File: src/rtl/audio_seq_pkg.sv
// -----------------------------------------------------------------------------
// audio_seq_pkg
// Shared types and constants for the note sequencer that feeds one channel of
// audio_multichannel.
//   note_entry_t : one note-table word {last, stacc, rest, dur, freq}
//   seq_state_e  : player FSM states
//   G4/DS4/AS4   : phase increments for commonly used notes
// -----------------------------------------------------------------------------
package audio_seq_pkg;

  localparam int unsigned SEQ_FREQ_W = 16;
  localparam int unsigned SEQ_DUR_W  = 8;

  typedef struct packed {
    logic                  last;   // final entry of the score
    logic                  stacc;  // release the channel for the final tick
    logic                  rest;   // silent note, frequency left untouched
    logic [SEQ_DUR_W-1:0]  dur;    // length in ticks, 0 is treated as 1
    logic [SEQ_FREQ_W-1:0] freq;   // phase increment for the channel
  } note_entry_t;

  typedef enum logic [1:0] {
    IDLE  = 2'd0,
    FETCH = 2'd1,
    PLAY  = 2'd2
  } seq_state_e;

  localparam logic [SEQ_FREQ_W-1:0] G4  = 16'd4208;
  localparam logic [SEQ_FREQ_W-1:0] DS4 = 16'd3339;
  localparam logic [SEQ_FREQ_W-1:0] AS4 = 16'd5005;

  // Builds a table word from its fields.
  function automatic note_entry_t make_note(input logic [SEQ_FREQ_W-1:0] freq,
                                            input logic [SEQ_DUR_W-1:0]  dur,
                                            input logic                  rest,
                                            input logic                  stacc,
                                            input logic                  last);
    note_entry_t e;
    e.freq  = freq;
    e.dur   = dur;
    e.rest  = rest;
    e.stacc = stacc;
    e.last  = last;
    return e;
  endfunction

endpackage

File: src/rtl/seq_tick_gen.sv
// -----------------------------------------------------------------------------
// seq_tick_gen
// Tick prescaler: counts 0..TICK_DIV-1 and pulses tick_o on the last count,
// then wraps. A synchronous clear holds the count at 0 and masks the pulse.
//   clk_i  : clock
//   rst_i  : synchronous active-high reset
//   clr_i  : synchronous clear (count restarts at 0 on the next cycle)
//   tick_o : 1-cycle pulse every TICK_DIV cycles while not cleared
// -----------------------------------------------------------------------------
module seq_tick_gen #(
  parameter int unsigned TICK_DIV = 1562500
) (
  input  logic clk_i,
  input  logic rst_i,
  input  logic clr_i,
  output logic tick_o
);

  localparam int unsigned     CW   = (TICK_DIV > 1) ? $clog2(TICK_DIV) : 1;
  localparam logic [CW-1:0]   LAST = CW'(TICK_DIV - 1);

  logic [CW-1:0] r_cnt;
  logic          w_wrap;

  assign w_wrap = (r_cnt == LAST);

  // NOTE: state registers use non-blocking assignments so every flop samples
  // the pre-edge value of every other flop, independent of block order.
  always_ff @(posedge clk_i) begin
    if (rst_i || clr_i || w_wrap) begin
      r_cnt <= '0;
    end else begin
      r_cnt <= r_cnt + CW'(1);
    end
  end

  assign tick_o = w_wrap && !clr_i;

endmodule

File: src/rtl/note_sequencer.sv
// -----------------------------------------------------------------------------
// note_sequencer
// Tick-based score player driving one channel's enable and phase increment.
// A small note table is written while idle; start_i plays it from entry 0.
//   clk_i      : clock
//   rst_i      : synchronous active-high reset
//   wr_en_i    : note-table write strobe (ignored while busy_o=1)
//   wr_addr_i  : write address
//   wr_data_i  : entry {last, stacc, rest, dur, freq}
//   start_i    : begin playback at entry 0 (only from idle)
//   stop_i     : abort playback, wins over start_i
//   loop_i     : on the last entry wrap to entry 0 instead of finishing
//   ch_en_o    : channel enable
//   ch_freq_o  : channel phase increment
//   note_idx_o : index of the entry now playing
//   busy_o     : high while fetching or playing
//   done_o     : 1-cycle pulse when a non-looped score ends
// -----------------------------------------------------------------------------
module note_sequencer
  import audio_seq_pkg::*;
#(
  parameter int unsigned NOTE_COUNT = 32,
  parameter int unsigned TICK_DIV   = 1562500,
  parameter int unsigned FREQ_W     = SEQ_FREQ_W,
  parameter int unsigned DUR_W      = SEQ_DUR_W
) (
  input  logic                          clk_i,
  input  logic                          rst_i,
  input  logic                          wr_en_i,
  input  logic [$clog2(NOTE_COUNT)-1:0] wr_addr_i,
  input  logic [FREQ_W+DUR_W+2:0]       wr_data_i,
  input  logic                          start_i,
  input  logic                          stop_i,
  input  logic                          loop_i,
  output logic                          ch_en_o,
  output logic [FREQ_W-1:0]             ch_freq_o,
  output logic [$clog2(NOTE_COUNT)-1:0] note_idx_o,
  output logic                          busy_o,
  output logic                          done_o
);

  localparam int unsigned   AW        = $clog2(NOTE_COUNT);
  localparam int unsigned   EW        = FREQ_W + DUR_W + 3;
  localparam logic [AW-1:0] LAST_ADDR = AW'(NOTE_COUNT - 1);

  logic [EW-1:0]     r_mem [NOTE_COUNT];
  logic [EW-1:0]     r_rd_data;
  seq_state_e        r_state, w_state_nxt;
  logic [AW-1:0]     r_addr, w_addr_nxt;
  logic [DUR_W-1:0]  r_dur_cnt;
  logic              r_start_q;
  logic              r_en, r_done;
  logic [FREQ_W-1:0] r_freq;
  logic [AW-1:0]     r_idx;

  logic              w_tick, w_tick_clr;
  logic              w_busy, w_load, w_finish, w_stacc_drop;
  logic              w_note_end, w_dur_final, w_dur_pen;
  logic [FREQ_W-1:0] w_freq;
  logic [DUR_W-1:0]  w_dur, w_eff_dur;
  logic              w_rest, w_stacc, w_last;

  // Fields of the entry being fetched or played.
  assign w_freq    = r_rd_data[FREQ_W-1:0];
  assign w_dur     = r_rd_data[FREQ_W +: DUR_W];
  assign w_rest    = r_rd_data[FREQ_W+DUR_W];
  assign w_stacc   = r_rd_data[FREQ_W+DUR_W+1];
  assign w_last    = r_rd_data[FREQ_W+DUR_W+2];
  assign w_eff_dur = (w_dur == '0) ? DUR_W'(1) : w_dur;

  // Final tick of the note, and the tick just before it (staccato release).
  assign w_dur_final = (r_dur_cnt == w_eff_dur - DUR_W'(1));
  assign w_dur_pen   = (w_eff_dur != DUR_W'(1)) && (r_dur_cnt == w_eff_dur - DUR_W'(2));
  assign w_note_end  = (r_state == PLAY) && w_tick && w_dur_final;

  // Prescaler and duration counter both restart for every note.
  assign w_tick_clr = (r_state != PLAY);

  seq_tick_gen #(
    .TICK_DIV (TICK_DIV)
  ) u_tick_gen (
    .clk_i  (clk_i),
    .rst_i  (rst_i),
    .clr_i  (w_tick_clr),
    .tick_o (w_tick)
  );

  // ---------------------------------------------------------------------------
  // FSM: state register
  // start_i is registered first, so playback begins two edges after the
  // request; the request only counts when the player is idle.
  // ---------------------------------------------------------------------------
  always_ff @(posedge clk_i) begin
    if (rst_i) begin
      r_state   <= IDLE;
      r_addr    <= '0;
      r_start_q <= 1'b0;
    end else begin
      r_state   <= w_state_nxt;
      r_addr    <= w_addr_nxt;
      r_start_q <= start_i && !stop_i && (r_state == IDLE);
    end
  end

  // ---------------------------------------------------------------------------
  // FSM: next state and next fetch address
  // ---------------------------------------------------------------------------
  // NOTE: every combinational output gets a default first, so no path leaves
  // it unassigned and no latch is inferred.
  always_comb begin
    w_state_nxt = r_state;
    w_addr_nxt  = r_addr;
    if (stop_i) begin
      w_state_nxt = IDLE;
    end else begin
      case (r_state)
        IDLE: begin
          if (r_start_q) begin
            w_state_nxt = FETCH;
            w_addr_nxt  = '0;
          end
        end
        FETCH: w_state_nxt = PLAY;
        PLAY: begin
          if (w_note_end) begin
            if (!w_last) begin
              w_state_nxt = FETCH;
              w_addr_nxt  = (r_addr == LAST_ADDR) ? '0 : r_addr + AW'(1);
            end else if (loop_i) begin
              w_state_nxt = FETCH;
              w_addr_nxt  = '0;
            end else begin
              w_state_nxt = IDLE;
            end
          end
        end
        default: w_state_nxt = IDLE;
      endcase
    end
  end

  // ---------------------------------------------------------------------------
  // FSM: output decode
  // ---------------------------------------------------------------------------
  always_comb begin
    w_busy       = (r_state != IDLE);
    w_load       = (r_state == FETCH) && !stop_i;
    w_finish     = w_note_end && w_last && !loop_i && !stop_i;
    w_stacc_drop = (r_state == PLAY) && w_tick && w_stacc && !w_rest &&
                   w_dur_pen && !stop_i;
  end

  // ---------------------------------------------------------------------------
  // Note table. The read address is the next fetch address, so the entry is
  // already registered during FETCH and can be loaded on the PLAY edge.
  // ---------------------------------------------------------------------------
  // NOTE: the table is deliberately left out of reset; contents are undefined
  // until written, which lets it map onto plain RAM.
  always_ff @(posedge clk_i) begin
    if (wr_en_i && !w_busy) begin
      r_mem[wr_addr_i] <= wr_data_i;
    end
    r_rd_data <= r_mem[w_addr_nxt];
  end

  // Duration counter: ticks elapsed within the current note.
  always_ff @(posedge clk_i) begin
    if (rst_i || (r_state != PLAY)) begin
      r_dur_cnt <= '0;
    end else if (w_tick) begin
      r_dur_cnt <= r_dur_cnt + DUR_W'(1);
    end
  end

  // Channel outputs. Rests keep the previous frequency; FETCH holds everything.
  always_ff @(posedge clk_i) begin
    if (rst_i) begin
      r_en   <= 1'b0;
      r_freq <= '0;
      r_idx  <= '0;
      r_done <= 1'b0;
    end else begin
      r_done <= 1'b0;
      if (stop_i) begin
        r_en <= 1'b0;
      end else if (w_load) begin
        // A one-tick staccato note is released for its whole length.
        r_en  <= !w_rest && !(w_stacc && (w_eff_dur == DUR_W'(1)));
        r_idx <= r_addr;
        if (!w_rest) begin
          r_freq <= w_freq;
        end
      end else if (w_finish) begin
        r_en   <= 1'b0;
        r_done <= 1'b1;
      end else if (w_stacc_drop) begin
        r_en <= 1'b0;
      end
    end
  end

  assign ch_en_o    = r_en;
  assign ch_freq_o  = r_freq;
  assign note_idx_o = r_idx;
  assign busy_o     = w_busy;
  assign done_o     = r_done;

endmodule

File: config.mk
export PLATFORM = sky130hd
export DESIGN_NAME = note_sequencer
export DESIGN_NICKNAME = d
export VERILOG_FILES = /design/src/rtl/audio_seq_pkg.sv /design/src/rtl/seq_tick_gen.sv /design/src/rtl/note_sequencer.sv
export SDC_FILE = /design/constraint.sdc
export NUM_CORES = 1
export LEC_CHECK = 0
export ABC_AREA = 1
export CAP_MARGIN = 20
export CORE_MARGIN = 5
export CORE_UTILIZATION = 50
export DETAILED_ROUTE_END_ITERATION = 8
export PLACE_DENSITY = 0.68
export SLEW_MARGIN = 20
export SYNTH_ARGS = -nofsm -noshare
export SYNTH_HDL_FRONTEND = slang
export SYNTH_SLANG_ARGS = --single-unit
File: constraint.sdc
create_clock -name clk_i -period 7.3 [get_ports clk_i]
set_input_delay 1.825 -clock clk_i [delete_from_list [all_inputs] [get_ports clk_i]]
set_output_delay 1.825 -clock clk_i [all_outputs]
set_load 0.1 [all_outputs]
# ---- Word-level counts from Yosys, hierarchy flattened
# Memories as Yosys holds them, arrays and structs flattened. A register that Yosys moved wholly into a read port is not among the register bits.
# Cells that the tools add are included.
dict set report word_totals {
  ff_bits 60
  ram_bits 864
  output_inout_bits 24
  memories 1
  inputBits 38
}
dict set report op_classes {
  n_addsub 5
  n_reduce_logical 34
  n_mux 19
  n_bitwise 2
  eq_ne 11
}
# name depth width read_ports rd_clocked_by_memory_dff wr line
set memory_table {}
lappend memory_table {r_mem 32 27 1 1 1 note_sequencer.sv:46} ;# logic [EW-1:0] r_mem [NOTE_COUNT];
# cell n
set op_table {}
lappend op_table {{$mux 5} 6}
lappend op_table {{$add 21x1->21 const B} 1}
lappend op_table {{$eq 21x21->1 const B} 1}
lappend op_table {{$logic_and 1x1->1} 17}
lappend op_table {{$eq 8x8->1} 2}
lappend op_table {{$pmux 5 s2} 1}
lappend op_table {{$add 8x1->8 const B} 1}
lappend op_table {{$eq 8x1->1 const B} 1}
lappend op_table {{$logic_not 8->1} 1}
lappend op_table {{$mux 1} 8}
lappend op_table {{$mux 8} 1}
lappend op_table {{$ne 8x1->1 const B} 1}
lappend op_table {{$sub 8x1->8 const B} 1}
lappend op_table {{$sub 8x2->8 const B} 1}
lappend op_table {{$logic_not 1->1} 6}
lappend op_table {{$ne 2x2->1 const B} 3}
lappend op_table {{$pmux 2 s3} 1}
lappend op_table {{$add 5x1->5 const B} 1}
lappend op_table {{$eq 5x5->1 const B} 1}
lappend op_table {{$mux 2} 2}
lappend op_table {{$reduce_and 2->1} 2}
lappend op_table {{$reduce_and 3->1} 1}
lappend op_table {{$reduce_bool 3->1} 1}
lappend op_table {{$reduce_or 3->1} 1}
lappend op_table {{other kinds (7)} 9}

# ---- Depth between registers and ports, before layout
# Gate-level depths: netlist (run 1).
dict set report logic_depth {
  word_depth 11
  depth_mapped 26
}

# ---- By module
# Synthesis (run 1) repeated with hierarchy kept, for this count alone.
dict set report unflattened {
  cells_unflattened 4042
  area_unflattened_um2 41735.0
}
# module cells_per_inst seq_area_each_um2 area_per_inst_um2 instances
set modules_own_cells {}
lappend modules_own_cells {note_sequencer 3865 27266.2 40552.6 1}
lappend modules_own_cells {seq_tick_gen 177 420.4 1182.4 1}

# ---- Worst setup path before layout (run 1)
# Ideal clock, no wire load.
dict set report synth_path {
  path_kind {input to register}
  startpoint {input port wr_en_i}
  endpoint {memory r_mem[0][0] in the netlist's numbering, enable pin}
  path_slack_ns 3.410
  cell_stages 4
  t_arrival_ns 3.479
  path_buffers 0
  cell_sequence {inv_1 nor2_1 nand3_1 nor2_1}
}
dict set report synth_between {
  elab_chain_cells 3
}
# item line
set synth_rtl {}
lappend synth_rtl {{start, declared} note_sequencer.sv:29} ;# input logic wr_en_i,
lappend synth_rtl {{$logic_and 1x1->1} note_sequencer.sv:160} ;# if (wr_en_i && !w_busy) begin
lappend synth_rtl {{$mux 1} note_sequencer.sv:160}
lappend synth_rtl {{$mux 1 (not written as such)} note_sequencer.sv:161} ;# r_mem[wr_addr_i] <= wr_data_i;
lappend synth_rtl {{end, declared} note_sequencer.sv:46}
# No other way between the ends.

# ---- Worst setup path in the final report (run 1)
dict set report layout_path {
  startpoint {register r_rd_data[19], read port of r_mem}
  endpoint {register r_rd_data[7], read port of r_mem}
}
dict set report layout_between {
  elab_chain_cells 8
}
# item line
set layout_rtl {}
lappend layout_rtl {{start, declared} note_sequencer.sv:47} ;# logic [EW-1:0] r_rd_data;
lappend layout_rtl {{$logic_not 8->1} note_sequencer.sv:69} ;# assign w_eff_dur = (w_dur == '0) ? DUR_W'(1) : w_dur;
lappend layout_rtl {{$mux 8 *} note_sequencer.sv:69}
lappend layout_rtl {{$sub 8x1->8 *} note_sequencer.sv:72} ;# assign w_dur_final = (r_dur_cnt == w_eff_dur - DUR_W'(1));
lappend layout_rtl {{$eq 8x8->1 *} note_sequencer.sv:72}
lappend layout_rtl {{$logic_and 1x1->1 *} note_sequencer.sv:74} ;# assign w_note_end = (r_state == PLAY) && w_tick && w_dur_final;
lappend layout_rtl {{$mux 5 *} note_sequencer.sv:125} ;# if (w_note_end) begin
lappend layout_rtl {{$pmux 5 s2 *} note_sequencer.sv:116} ;# case (r_state)
lappend layout_rtl {{$mux 5 *} note_sequencer.sv:113} ;# if (stop_i) begin
# Every way passes the cells marked *; elsewhere a longest branch is shown, timed or not.
# A chain may end at the register's enable or synchronous reset.

==> results.json, run 1 <==
{
  "synth.most_common_cell": "nand3_1",
  "cp.arrival_ns": 5.48,
  "antenna_found_initial": 18,
  "start_kind": "flip-flop",
  "synthFlopType": "edfxtp_1",
  "die_x_um": 300.2,
  "power_leakage_nw": 18.28,
  "finalCriticalPeriod_ns": 4.926,
  "r2r_start": "r_rd_data[19]",
  "cts.sinks": 951,
  "overflow": 0,
  "synth_common_cells": "956 x nand3_1, 864 x edfxtp_1, 656 x inv_1",
  "required_ns": 7.85,
  "netlist_area_mm2": 0.04211,
  "min_path_type": "flip-flop to flip-flop",
  "die_h_um": 300.2,
  "synth.largest_area_cell": "edfxtp_1",
  "finalPower_mw": 11.24,
  "seq_area_frac_synth_pct": 65.75,
  "dr_total_vias": 29390,
  "rsz0062_at_grt": "false",
  "tns_ns": 0,
  "num_rows": 106,
  "setup_violations": 0,
  "ys_seq_elements": 951,
  "portBuffers": 61,
  "grt_use_total_pct": 25.81,
  "cts_resized": 0,
  "syn_nets": 4033,
  "remaining_drc_errors": 0,
  "grt_pass1_vias": 27950,
  "root_buffer": "clkbuf_16",
  "antenna_left": 0,
  "grt_pass1_wl_um": 176000,
  "max_slew_margin_pct": 14.47,
  "clkLatencyLatePin_ns": 0.68,
  "synth_edf_count": 864,
  "vias_per_cell": 5.707,
  "fmax_mhz": 203.0,
  "cts_made_buffers": 97,
  "synth_area_leaders": "edfxtp_1 62%, nand3_1 11%, inv_1 5.8%",
  "path_clk_slew_ns": 0.06,
  "post_drt_wl_per_cell_um": 22.90,
  "avgSynthCellArea_um2": 10.56,
  "ys_types": 39,
  "dieArea_mm2": 0.09013,
  "hold_buffers": 0,
  "gp_congestion": 0.8429,
  "grt_max_degree": 231,
  "cts_tree": "done",
  "syn_inst": 3988,
  "numPlacedInstances": 4961,
  "slew_viol_final": 0,
  "pin_count": 62,
  "synth.top_cell.area_share_pct": 61.61,
  "skew_ns": 0.02915,
  "syn2layout_area_growth_pct": 11.64,
  "firstDrtPassIters": 6,
  "min_period_over_period_pct": 67.48,
  "hpwl_um": 62160,
  "crit_type": "flip-flop to flip-flop",
  "nNetsFinal": 4027,
  "drt_iter0_markers": 3780,
  "min_from": "u_tick_gen.r_cnt[0]",
  "worstPathMaxFanout": 230,
  "maxCapViolCount": 0,
  "synth-async-reset-ratio_pct": 0,
  "core_area_mm2": 0.08356,
  "hold_viol_final": 0,
  "status": "finished clean",
  "cts_setup_buffers": 0,
  "start_util_pct": 50.40,
  "cp-end-kind": "flip-flop",
  "yosysWarnings": 0,
  "drt_wl_total_um": 118000,
  "drive_gt1_share_pct": 7.085,
  "stdcell_count": 5150,
  "power_density_mw_per_mm2": 239.1,
  "clock_path_buffers": 3,
  "ir_drop_mv": 0.2505,
  "htreeDepth": 3,
  "crit_start": "r_rd_data[19]",
  "tightest_slew_ns": 1.283
}
cells by family (layout without fill, tap and decap cells):
logic type	count (synthesis)	after routing	synth area share, %
other cells	0	5	0
simple gates	2042	2042	23.85
xor+xnor	15	15	0.3120
fa+ha+maj	7	7	0.2080
flops	951	951	65.75
buf+inv	899	976	8.937
compound gates	74	74	0.9508
metrics by stage:
stage	worst slack [ns]	hold slack (ns)	util, %	cell area (um2)
floorplan	3.410	0.4175	-	42110
global placement	1.826	0.4297	52.39	43780
detailed placement	1.768	0.4464	52.39	43770
CTS	2.453	0.4607	56.29	47030
global route	2.092	0.4956	56.26	47010
finish	2.374	0.4676	56.27	47010
sequential cells by signal (all words and copies together), names as in the netlist:
name / flops
r_mem: 864
r_rd_data: 27
u_tick_gen.r_cnt: 21
ch_freq_o: 16
r_dur_cnt: 8
note_idx_o: 5
r_addr: 5
r_state: 2
ch_en_o: 1
done_o: 1
r_start_q: 1
final timing paths:
path | slack (ns) | depth (start not counted) | to
worst min-delay path | 0.47 | 1 | u_tick_gen.r_cnt[0]
worst min register to register | 0.47 | 1 | u_tick_gen.r_cnt[0]
worst max register to register | 2.37 | 24 | r_rd_data[7]
worst max-delay path | 2.37 | 24 | r_rd_data[7]
report_power, final:
group / internal (mW) / total, mW / switching (mW) / leakage, nW
Sequential: 5.97 / 5.98 / 0.00814 / 8.49
Combinational: 0.0374 / 0.191 / 0.154 / 8.20
Clock: 2.96 / 5.07 / 2.11 / 1.59
Total: 8.97 / 11.2 / 2.27 / 18.3
cells in the final DEF (no fill, tap or decap), drive strengths merged, types with 2 or more instances in the layout:
cell and instances:
a2111oi 2, a21oi 26, buf 79, bufinv 10, clkbuf 128, clkdlybuf4s50 48
clkinv 37, clkinvlp 5, dfxtp 87, diode 5, edfxtp 864, ha 7
inv 669, nand2 649, nand3 959, nand3b 271, nand4 9, nor2 127
nor3 15, nor3b 3, nor4 6, o211ai 2, o21a 2, o21ai 39
or2 2, xnor2 3, xor2 12
routing by layer:
metal / wire, um / global-route usage (%) / vias up / part of all wire (%)
met5: 103 / 0 / - / 0.087
met4: 3332 / 7.400 / 14 / 2.8
li1: - / - / 13450 / -
met2: 54900 / 41.65 / 1461 / 47
met3: 12570 / 5.856 / 246 / 11
met1: 47050 / 35.51 / 14220 / 40
layout make-up:
cell class	count	area (um2)
diodes	5	12.51
clock buffers	128	2698
clock inverters	54	561.8
fillers	6941	36540
inverters	667	2514
multi-input cells	2138	10960
flip-flops and latches	951	27690
well taps	1080	1351
repair buffers	127	1231
critical path, stage by stage, from the launching register on:
cell	delay, ns
dfxtp_1	0.60
nor2_4	0.06
nand2_2	0.16
nor2_4	0.06
nor2_4	0.15
ha_1	0.22
nand2_1	0.11
clkinv_1	0.06
nand2_1	0.04
nand2_1	0.10
nand3_1	0.08
nor2_1	0.12
nand2_1	0.09
nor2_4	0.14
nand4_1	0.16
nand3_4	0.35
buf_4	0.49
buf_12	0.75
nand3_1	0.18
nand3_1	0.17
nand3_1	0.11
nand3_1	0.12
nand2_1	0.07
nand2_1	0.07
nand2_1	0.09
Note: power is estimated with default switching activity, not from simulation.
==> run 2, diff against run 1 <==
clock period = 4.55 ns   (was 7.3 ns; I/O delays follow)
==> run 2 against run 1 <==
Design area up 1.0%. Sequential share of layout area is 0.59 points lower. Largest power group unchanged. Worst hold slack lost 0.015 ns. Clock power rose by 53%. Setup slack got worse by 1.8 ns. Combinational power grew 64%. Wire length fell by 1.9%. Clock skew rose by 0.0020 ns. Core utilization increased by 0.57 points. Non-clock buffer count up 52. Critical path type unchanged.
==> results.json, run 2 (synthesis results as in run 1) <==
{
  "post_drt_wl_per_cell_um": 22.25,
  "min_path_type": "flip-flop to flip-flop",
  "cpPeakStageDelay_ns": 0.49,
  "path_clk_slew_ns": 0.06,
  "gp_congestion": 0.8492,
  "grt_use_total_pct": 25.36,
  "power_density_mw_per_mm2": 372.0,
  "vias_per_cell": 5.649,
  "cts.sinks": 951,
  "min_period_over_period_pct": 87.36,
  "dr_total_vias": 29370,
  "regMostFlops": "r_mem",
  "ir_drop_mv": 0.3254,
  "grt_pass1_wl_um": 173800,
  "fmax_mhz": 251.6,
  "dieArea_mm2": 0.09013,
  "cts_resized": 0,
  "overflow": 0,
  "drt_wl_total_um": 115700,
  "portBuffers": 61,
  "antenna_left": 0,
  "largest_reg_flops": 864,
  "setup_violations": 0,
  "cp.arrival_ns": 4.53,
  "clkLatencyLatePin_ns": 0.66,
  "cp-end-kind": "flip-flop",
  "die_x_um": 300.2,
  "crit_path_frequent_cell": "nand2_1",
  "num_rows": 106,
  "finalCriticalPeriod_ns": 3.975,
  "fin_util_pct": 56.83,
  "htreeDepth": 3,
  "tns_ns": 0,
  "hold_viol_final": 0,
  "antenna_found_initial": 13,
  "grt_busiest_layer": "met2",
  "final_common_cell": "nand3_1",
  "drive_gt1_share_pct": 8.428,
  "slowest_stage": "dfxtp_1",
  "root_buffer": "clkbuf_16",
  "status": "finished clean",
  "remaining_drc_errors": 0,
  "firstDrtPassIters": 6,
  "cts_setup_buffers": 0,
  "cp_cell_sequence": "inv_1 > nand2_2 > nor2_4 > nor2_4 > ha_1 > nand2_1 > nor2_1 > xor2_1 > nor2_1 > nand2_1 > nor2_4 > nand3_2 > nand2_1 > nand3_4 > buf_12 > nand3_1 > nand3_1 > nand3_1 > nand3_1 > nand2_1 > nand2_1 > nand2_1",
  "skew_ns": 0.03111,
  "hpwl_um": 64670,
  "grt_pass1_vias": 28080,
  "syn2layout_area_growth_pct": 12.77,
  "die_h_um": 300.2,
  "cts_tree": "done",
  "use_met2_pct": 39.81,
  "path_buf_inv": 2,
  "power_leakage_nw": 18.58,
  "stdcell_count": 5200,
  "pin_count": 62,
  "cts_made_buffers": 98,
  "final_cell_mix": "956 x nand3_1, 864 x edfxtp_1, 656 x inv_1, 641 x nand2_1, 271 x nand3b_1",
  "nNetsFinal": 4080,
  "holdWs_ns": 0.4528,
  "grt_max_degree": 160,
  "worstPathMaxFanout": 159,
  "clock_path_buffers": 3,
  "tightest_slew_ns": 1.099,
  "numPlacedInstances": 5014,
  "setup_slack_ns": 0.5750,
  "core_area_mm2": 0.08356,
  "rsz0062_at_grt": "false",
  "crit_type": "flip-flop to flip-flop",
  "cp_top_family": "simple AND/OR/NAND/NOR gates",
  "slew_viol_final": 0,
  "maxCapViolCount": 0,
  "start_util_pct": 50.40,
  "required_ns": 5.10,
  "drt_iter0_markers": 3537,
  "start_kind": "flip-flop",
  "dp_slack_ns": 0.6045,
  "hold_buffers": 0,
  "max_slew_margin_pct": 26.48,
  "gr-usage-met3_pct": 5.625,
  "top_regs": "r_mem: 864 flops, r_rd_data: 27 flops, u_tick_gen.r_cnt: 21 flops",
  "use_met1_pct": 35.76
}
## run 2: per-stage QoR
stage          area [um2]  total power, mW
6_report            47490            17.67
5_1_grt             47480            18.17
4_1_cts             47550            17.76
3_5_place_dp        44430            10.10
3_3_place_gp        44440            10.10
2_1_floorplan       42110            9.871
## run 2: metal layers
metal,routed length [um],up-vias
met3,12090,248
met5,114,-
li1,-,13560
met1,47710,14170
met4,3611,16
met2,52200,1381
## run 2: where the power goes
part	internal [mW]	leakage, nW	switching (mW)	total (mW)
clock	4.41	1.55	3.34	7.75
combinational	0.0650	8.54	0.249	0.314
sequential	9.58	8.49	0.0137	9.60
total	14.1	18.6	3.60	17.7
## run 2: final cells by class
type / instances / area (um2)
fill: 6938 / 36070
sequential: 951 / 27690
multi-input combinational: 2138 / 10960
clock buffer: 140 / 2803
inverter: 667 / 2514
timing repair buffer: 179 / 1853
tap: 1080 / 1351
clock inverter: 42 / 314.1
antenna: 3 / 7.507
## run 2: worst reg2reg max path, stage by stage, from the launching register on
cell	delay, ns
dfxtp_1	0.49
inv_1	0.16
nand2_2	0.19
nor2_4	0.06
nor2_4	0.15
ha_1	0.21
nand2_1	0.10
nor2_1	0.13
xor2_1	0.23
nor2_1	0.08
nand2_1	0.10
nor2_4	0.05
nand3_2	0.09
nand2_1	0.10
nand3_4	0.17
buf_12	0.41
nand3_1	0.56
nand3_1	0.16
nand3_1	0.09
nand3_1	0.13
nand2_1	0.06
nand2_1	0.07
nand2_1	0.07
## run 2: path summary, 6_finish.rpt
kind / to / slack, ns / from / depth (start not counted)
worst min register to register: u_tick_gen.r_cnt[0] / 0.45 / u_tick_gen.r_cnt[0] / 1
worst max-delay path: r_rd_data[9] / 0.57 / r_rd_data[17] / 22
worst min-delay path: u_tick_gen.r_cnt[0] / 0.45 / u_tick_gen.r_cnt[0] / 1
worst max register to register: r_rd_data[9] / 0.57 / r_rd_data[17] / 22
==> RTL change (config.mk and constraints of run 1) <==
Compare `r_cnt` against `LAST` with >= in place of ==.
--- a/src/rtl/seq_tick_gen.sv
+++ b/src/rtl/seq_tick_gen.sv
@@ -24,3 +24,3 @@
 
-  assign w_wrap = (r_cnt == LAST);
+  assign w_wrap = (r_cnt >= LAST);
 
Behaviour: no difference found for any inputs over 4 cycles, from zero or initial values and one cycle with rst_i high; that may be too few to reach the edited logic, so the function may still have changed.
==> RTL change against run 1 <==
- synthesized cell count grew 0.98%
- power is 0.75% higher
- cell area grew 0.32%
- area after synthesis grew 0.18%
- worst setup slack worse by 0.47 ns
- sequential cell count did not move
- maximum frequency decreased by 8.7%
- cell count grew 1.7%
- critical path type unchanged
- wire length fell by 1.2%
- clock skew up 0.0012 ns
- non-clock buffer count down 5
==> RTL change: results (changes against run 1) <==
----------------------------------------------------
[Global route]
  Overall fraction of global-route tracks in use ... 25.2% (-0.56 points)
  Maximum number of pins on one net before global-route repair ... 186 (-19%)
  Initial antenna violation count ... 8 (-10)

[Outcome]
  Status ... finished, final reports clean

[Logic synthesis]
  Top post-synthesis cells by count ... sky130_fd_sc_hd__nand3_1 (948), sky130_fd_sc_hd__edfxtp_1 (864), sky130_fd_sc_hd__nand2_1 (678)
  Count of cell types in the netlist ... 41 (+5.1%)
  Sequential-to-total area share from yosys stat ... 65.6% (-0.12 points)

[STA]
  Clock skew ... 0.0303 ns (+0.00116 ns)
  Final hold slack ... 0.485 ns (+0.0175 ns)
  Final critical delay including setup and external delays ... 5.39 ns (+0.468 ns)
  Transition at the pin with the smallest max-transition slack ... 1.27 ns (-0.00846 ns)

[Finish]
  Number of fill cells ... 6945 (+0.058%)
  Proportion of layout cells with a drive suffix above 1 ... 7.05% (-0.034 points)

[Place]
  Placed wire-length estimate ... 61400 µm (-1.2%)
  Worst slack after detailed placement ... 1.86 ns (+0.0966 ns)

[Power and ir drop]
  Static leakage power ... 18.4 nW (+0.79%)
  Maximum vdd drop ... 0.000241 V (-4.0%)

[Critical path]
  Max stage delay on crit path ... 0.87 ns (+0.12 ns)
  Reg-to-reg setup timing slack ... 1.91 ns (-0.47 ns)
  Standard cell with the maximum stage delay on the critical path ... sky130_fd_sc_hd__buf_4
  Highest fanout seen on the critical path ... 87 (-62%)

[Detailed routing]
  Average wire per standard cell ... 22.2 µm (-2.9%)
  Via total after detailed routing ... 29400 (-0.061%)
  Detailed-router iteration count before antenna repair ... 8 (+2)
  Number of DRC violations after detailed-routing iteration 0 ... 3480 (-7.9%)
  Average vias per placed instance ... 5.61 (-1.8%)

[Clocking]
  CTS buffer count ... 98 (+1.0%)

----------------------------------------------------
RTL change: changes by cell type after synthesis, moves of 4 or more:
cell and change:
sky130_fd_sc_hd__buf_6 -21, sky130_fd_sc_hd__nand3_1 -8, sky130_fd_sc_hd__nand2_1 +34, sky130_fd_sc_hd__buf_1 -16, sky130_fd_sc_hd__nor2_4 -4, sky130_fd_sc_hd__buf_2 -16, sky130_fd_sc_hd__inv_1 +8, sky130_fd_sc_hd__clkbuf_1 +18
sky130_fd_sc_hd__nand2_2 -4, sky130_fd_sc_hd__buf_4 +39, sky130_fd_sc_hd__nor2_1 +12, sky130_fd_sc_hd__a21oi_1 -5
RTL change: area by class of cell:
class	instances	area (µm²)	share of cell area, %
diodes	7	17.5	0.0371
multi-input cells	2168	11000	23.4
inverters	672	2530	5.37
flip-flops and latches	951	27700	58.7
repair buffers	122	1130	2.39
clock inverters	54	597	1.27
clock buffers	132	2740	5.81
well taps	1134	1420	3.01
RTL change: path summary, 6_finish.rpt:
path,from,to,cells after the start
max reg2reg,r_rd_data[19]$_DFF_P_,r_rd_data[3]$_DFF_P_,26
min reg2reg,u_tick_gen.r_cnt[0]$_SDFF_PP0_,u_tick_gen.r_cnt[0]$_SDFF_PP0_,1
min,u_tick_gen.r_cnt[0]$_SDFF_PP0_,u_tick_gen.r_cnt[0]$_SDFF_PP0_,1
max,r_rd_data[19]$_DFF_P_,r_rd_data[3]$_DFF_P_,26
RTL change: kinds of logic after synthesis:
kind of cell,count (synthesis),share of synthesized area (%)
compound gates,73,0.946
xor+xnor,16,0.332
fa+ha+maj,7,0.208
buf+inv,908,8.93
flops,951,65.6
simple gates,2072,24.0
RTL change: through the flow:
step	total power [mW]	area, µm²
2_1_floorplan	6.15	42200
3_3_place_gp	6.29	43900
3_5_place_dp	6.29	43900
4_1_cts	11.4	47200
5_1_grt	11.6	47200
6_report	11.3	47200
RTL change: power groups by stage:
stage	registers [mW]	logic, mW	clock network (mW)
final	5.98	0.189	5.15
after global routing	5.98	0.203	5.44
after CTS	5.99	0.191	5.21
after detailed placement	6.10	0.190	0
after global placement	6.10	0.187	0
after floorplan	6.10	0.0482	0
RTL change: worst max-delay path: cells and delay by family (launching register included):
| family | cells | cell delay [ns] |
|---|---|---|
| AND/OR/NAND/NOR | 20 | 2.42 |
| buffers and inverters | 4 | 1.75 |
| flip-flops | 1 | 0.53 |
| AO/OA/AOI/OAI | 1 | 0.25 |
| adder cells (fa/ha/maj) | 1 | 0.25 |
RTL change: metal layers:
layer / part of all wire, % / vias up / GRT usage [%]
met3: 10 / 266 / 4.97
li1: - / 13500 / -
met2: 47 / 1450 / 41.0
met5: 0.019 / - / 0
met1: 40 / 14100 / 34.3
met4: 3.6 / 4 / 8.85
